File: src/rtl/mem_arbiter.sv
// Two-client memory arbiter: round-robin between instruction fetch and
// load/store. It holds one request on the controller port until completion.
module mem_arbiter (
    input  logic        clk_in,
    input  logic        rst_in,
    input  logic        rdy_in,
    input  logic        clear_in,
    input  logic        if_valid,
    input  logic [31:0] if_addr,
    output logic        if_done,
    output logic [31:0] if_data,
    input  logic        ls_valid,
    input  logic        ls_wr,
    input  logic [2:0]  ls_len,
    input  logic [31:0] ls_addr,
    input  logic [31:0] ls_value,
    output logic        ls_done,
    output logic [31:0] ls_data,
    output logic        mc_waiting,
    output logic        mc_wr,
    output logic [2:0]  mc_len,
    output logic [31:0] mc_addr,
    output logic [31:0] mc_value,
    input  logic        mc_ready,
    input  logic [31:0] mc_result
);

    typedef enum logic [1:0] {
        S_IDLE,
        S_WAIT,
        S_DONE
    } state_t;

    state_t      state_q, state_d;
    logic        owner_q, owner_d;
    logic        last_q, last_d;
    logic        cancel_q, cancel_d;
    logic        mc_waiting_d, mc_wr_d;
    logic [2:0]  mc_len_d;
    logic [31:0] mc_addr_d, mc_value_d;
    logic        if_done_d, ls_done_d;
    logic [31:0] if_data_d, ls_data_d;

    logic if_ok, ls_ok, grant_ls, kill;

    // A flush only blocks requests whose results would be discarded;
    // stores must still reach memory.
    assign if_ok    = if_valid && !clear_in;
    assign ls_ok    = ls_valid && (ls_wr || !clear_in);
    assign grant_ls = ls_ok && (!if_ok || !last_q);
    assign kill     = clear_in && (!owner_q || !mc_wr);

    always_comb begin
        state_d      = state_q;
        owner_d      = owner_q;
        last_d       = last_q;
        cancel_d     = cancel_q;
        mc_waiting_d = mc_waiting;
        mc_wr_d      = mc_wr;
        mc_len_d     = mc_len;
        mc_addr_d    = mc_addr;
        mc_value_d   = mc_value;
        if_done_d    = if_done;
        ls_done_d    = ls_done;
        if_data_d    = if_data;
        ls_data_d    = ls_data;
        unique case (state_q)
            S_IDLE: begin
                cancel_d = 1'b0;
                if (if_ok || ls_ok) begin
                    owner_d      = grant_ls;
                    last_d       = grant_ls;
                    mc_waiting_d = 1'b1;
                    state_d      = S_WAIT;
                    if (grant_ls) begin
                        mc_wr_d    = ls_wr;
                        mc_len_d   = ls_len;
                        mc_addr_d  = ls_addr;
                        mc_value_d = ls_value;
                    end else begin
                        mc_wr_d    = 1'b0;
                        mc_len_d   = 3'b010;
                        mc_addr_d  = if_addr;
                        mc_value_d = 32'h0;
                    end
                end
            end
            S_WAIT: begin
                if (kill) cancel_d = 1'b1;
                if (mc_ready) begin
                    mc_waiting_d = 1'b0;
                    state_d      = S_DONE;
                    if (owner_q) ls_data_d = mc_result;
                    else         if_data_d = mc_result;
                    if_done_d = !owner_q && !(cancel_q || kill);
                    ls_done_d = owner_q && !(cancel_q || kill);
                end
            end
            S_DONE: begin
                if_done_d = 1'b0;
                ls_done_d = 1'b0;
                cancel_d  = 1'b0;
                state_d   = S_IDLE;
            end
            default: state_d = S_IDLE;
        endcase
    end

    always_ff @(posedge clk_in or negedge rst_in) begin
        if (!rst_in) begin
            state_q    <= S_IDLE;
            owner_q    <= 1'b0;
            last_q     <= 1'b0;
            cancel_q   <= 1'b0;
            mc_waiting <= 1'b0;
            mc_wr      <= 1'b0;
            mc_len     <= 3'b000;
            mc_addr    <= 32'h0;
            mc_value   <= 32'h0;
            if_done    <= 1'b0;
            ls_done    <= 1'b0;
            if_data    <= 32'h0;
            ls_data    <= 32'h0;
        end else if (rdy_in) begin
            state_q    <= state_d;
            owner_q    <= owner_d;
            last_q     <= last_d;
            cancel_q   <= cancel_d;
            mc_waiting <= mc_waiting_d;
            mc_wr      <= mc_wr_d;
            mc_len     <= mc_len_d;
            mc_addr    <= mc_addr_d;
            mc_value   <= mc_value_d;
            if_done    <= if_done_d;
            ls_done    <= ls_done_d;
            if_data    <= if_data_d;
            ls_data    <= ls_data_d;
        end
    end

endmodule

File: config.mk
export PLATFORM = sky130hd
export DESIGN_NAME = mem_arbiter
export DESIGN_NICKNAME = d
export VERILOG_FILES = /design/src/rtl/mem_arbiter.sv
export SDC_FILE = /design/constraint.sdc
export NUM_CORES = 1
export LEC_CHECK = 0
export ABC_CLOCK_PERIOD_IN_PS = 1700
export BUFFER_PORTS_ARGS = -buffer_cell sky130_fd_sc_hd__buf_2
export CAP_MARGIN = 15
export CORE_MARGIN = 3
export CORE_UTILIZATION = 36
export CTS_CLUSTER_SIZE = 40
export DETAILED_ROUTE_END_ITERATION = 7
export HOLD_SLACK_MARGIN = 0.15
export PLACE_DENSITY_LB_ADDON = 0.15
export SLEW_MARGIN = 30
export SYNTH_ARGS = -nofsm -noshare
export SYNTH_HDL_FRONTEND = slang
export SYNTH_SLANG_ARGS = --single-unit
File: constraint.sdc
create_clock -name clk_in -period 1.7 [get_ports clk_in]
set_input_delay 0.085 -clock clk_in [delete_from_list [all_inputs] [get_ports clk_in]]
set_output_delay 0.085 -clock clk_in [all_outputs]
set_load 0.05 [all_outputs]
==> flow_summary.ini <==
[setup_path]
r2r_end = if_data[5]
cp_data_arrival_time_ns = 2.01
worstSetupPathDepth = 5
path_delay_family = simple AND/OR/NAND/NOR gates
reg2reg_slack_ns = -0.007
cp_slowest_stage_delay_ns = 0.40
crit_type = reg2reg
worstPathBufferInverterCount = 1
r2r_cells = 5
crit_chain = and2b_2 > nand3_4 > nor2_4 > clkbuf_16 > mux2_2
slowest_stage = dfrtp_1
path_max_fanout = 16
cp-end-kind = register
worst_setup_path_start_kind = register
worstPathRequired_ns = 2.00
reg2reg_from = state_q[1]

[pwr]
seq_power_share_pct = 28.8
p_total_mw = 19.6
switchingPower_mw = 9.59
ir_drop_mv = 1.01
internal_power_mw = 10.0
power.density_mw_per_mm2 = 1970
p_sw_share_pct = 48.9
clkPwrFrac_pct = 18.9
p_leak_nw = 4.92
pwr-share-comb_pct = 52.3

[layout]
design_area_mm2 = 0.00993
nets = 999
area_growth_pct = 65.8
final_cell_mix = 272 x buf_2, 139 x dfrtp_1, 138 x dlygate4sd3_1
final_common_cell = buf_2
layout-drive-gt1-share_pct = 53.6
layoutNonFillerInstCount = 1090

[global_routing]
grt_pass1_vias = 5418
met1_usage_pct = 21.4
grtUsageMet2_pct = 32.4
met3_usage_pct = 5.48
top_usage_layer = met2
grt_max_degree = 49
overflow = 0
antenna_found_initial = 1
grt_pass1_wl_mm = 26.8
track_usage_pct = 18.7

[floorplanning]
start_util_pct = 37.3
rows = 46
die_x_um = 135
core_area_mm2 = 0.0161
io_pins = 274
dieArea_mm2 = 0.0182
die_height_um = 135

[synthesis]
syn_avg_cell_area_um2 = 14.0
synth_seq_cells = 139
syn_nets = 567
synthCells = 428
synth_area_mm2 = 0.00599
ys.warnings.count = 0
yosysSeqAreaShare_pct = 58.1
synth.distinct_cells = 25

[sta]
fin_worst_skew_ns = 0.00772
timing.fmax_mhz = 586
final.period_utilization_pct = 100
whs_ns = 0.161
setup_viol = 3
worst_slack_ns = -0.00682
drv_slew = 0
final_hold_viol_count = 0
slew_headroom_pct = 71.1
period_needed_ns = 1.71
worst_slew_pin_slew_ns = 0.433
rsz0062_at_grt = true

[drt]
via_per_inst = 4.50
num_vias = 4901
drc = 0
routed_wl_mm = 17.6
detail-route-antenna-nets = 0
wl_per_cell_um = 16.1
drt_iter0_drc = 167
dr.pass1.iters = 4

[cts]
insertion_delay_ns = 0.42
htreeDepth = 4
clk_path_buf_depth = 2
cts_made_buffers = 17
path_clk_slew_ns = 0.06
cts_sinks = 139
clockRootBuffer = clkbuf_16
cts_tree = built

[worst_hold_path]
hp-class = in2async

[placed_design]
detailedPlacementHpwl_mm = 11.0
dpl_cell_area_mm2 = 0.00773
port_buffers = 273
gp_congestion = 0.762
post-place-cells = 910
place_ws_ns = -0.0187

[job]
cap_violations = 0

[run_status]
violations = setup timing
status = finished with violations
-- cell usage after synthesis, drive strengths merged --
master | count | area share, %
inv | 37 | 2.3
and3 | 2 | 0.21
a21oi | 3 | 0.25
nand4 | 1 | 0.10
and2b | 1 | 0.13
nor4 | 2 | 0.21
nor3 | 1 | 0.083
a21o | 2 | 0.25
mux2i | 35 | 5.8
nand3b | 1 | 0.13
nand3 | 1 | 0.083
nor2b | 1 | 0.10
buf | 21 | 2.3
a2bb2oi | 1 | 0.15
nand2 | 38 | 2.4
nor2 | 3 | 0.19
nand2b | 2 | 0.21
a21boi | 1 | 0.13
clkbuf | 2 | 0.13
mux2 | 131 | 27
dfrtp | 139 | 58
o21ai | 3 | 0.25
-- per-stage QoR --
stage	setup TNS [ns]	utilization, %
3_3_place_gp	0	48.1
6_report	-0.0100	61.9
5_1_grt	-1.18	61.9
3_5_place_dp	-0.0522	48.1
2_1_floorplan	0	-
4_1_cts	0	60.4
-- flip-flops by register name (all words and copies together) (netlist names) --
signal	count
cancel_q	1
if_data	32
if_done	1
last_q	1
ls_data	32
ls_done	1
mc_addr	32
mc_len	3
mc_value	32
mc_waiting	1
mc_wr	1
state_q	2
-- worst max-delay path by stage --
stage	from	end	slack, ns
final	state_q[1]	if_data[5]	-0.007
after global routing	state_q[1]	if_data[23]	-0.08
after CTS	state_q[1]	mc_value[5]	0.01
after detailed placement	state_q[1]	mc_value[23]	-0.02
after global placement	state_q[1]	if_data[30]	0.08
after floorplan	state_q[1]	if_data[0]	0.11
-- area by class of cell --
| type | instances | area (µm²) |
|---|---|---|
| clock buffers | 17 | 425 |
| repair buffers | 436 | 3150 |
| well taps | 216 | 270 |
| diodes | 1 | 2.50 |
| fillers | 1253 | 6120 |
| clock inverters | 15 | 165 |
| multi-input cells | 229 | 2310 |
| inverters | 37 | 139 |
| flip-flops and latches | 139 | 3480 |
-- cell families (layout without fill, tap and decap cells) --
| family | Yosys count | count (layout) | synth area share, % |
|---|---|---|---|
| AO/OA/AOI/OAI | 10 | 10 | 1.02 |
| buffers and inverters | 60 | 505 | 4.74 |
| flip-flops | 139 | 139 | 58.1 |
| multiplexers | 166 | 166 | 32.4 |
| other | 0 | 1 | 0 |
| AND/OR/NAND/NOR | 53 | 53 | 3.82 |
-- metal layers --
metal	wire [µm]	vias to the layer above	part of all wire, %
met4	523	0	3.0
met2	9020	186	51
met5	0	-	0
met1	6890	2352	39
met3	1130	46	6.4
li1	-	2317	-
-- power by group through the flow --
stage | sequential [mW] | clock (mW) | combinational, mW
finish | 5.65 | 3.69 | 10.2
CTS | 5.63 | 3.80 | 10.1
floorplan | 11.0 | 0 | 1.93
global route | 5.86 | 3.95 | 10.7
global placement | 5.63 | 0 | 9.68
detailed placement | 5.65 | 0 | 9.81
-- repair_timing --
action | in CTS | in global routing
pin swaps | 0 | 3
hold buffers | 138 | 0
endpoints found under the hold margin | 277 | 0
gates resized for setup | 1 | 21
cloned | 0 | 6
setup buffers | 0 | 3
endpoints found under the setup margin | 4 | 94
(Power assumes the default switching activity.)
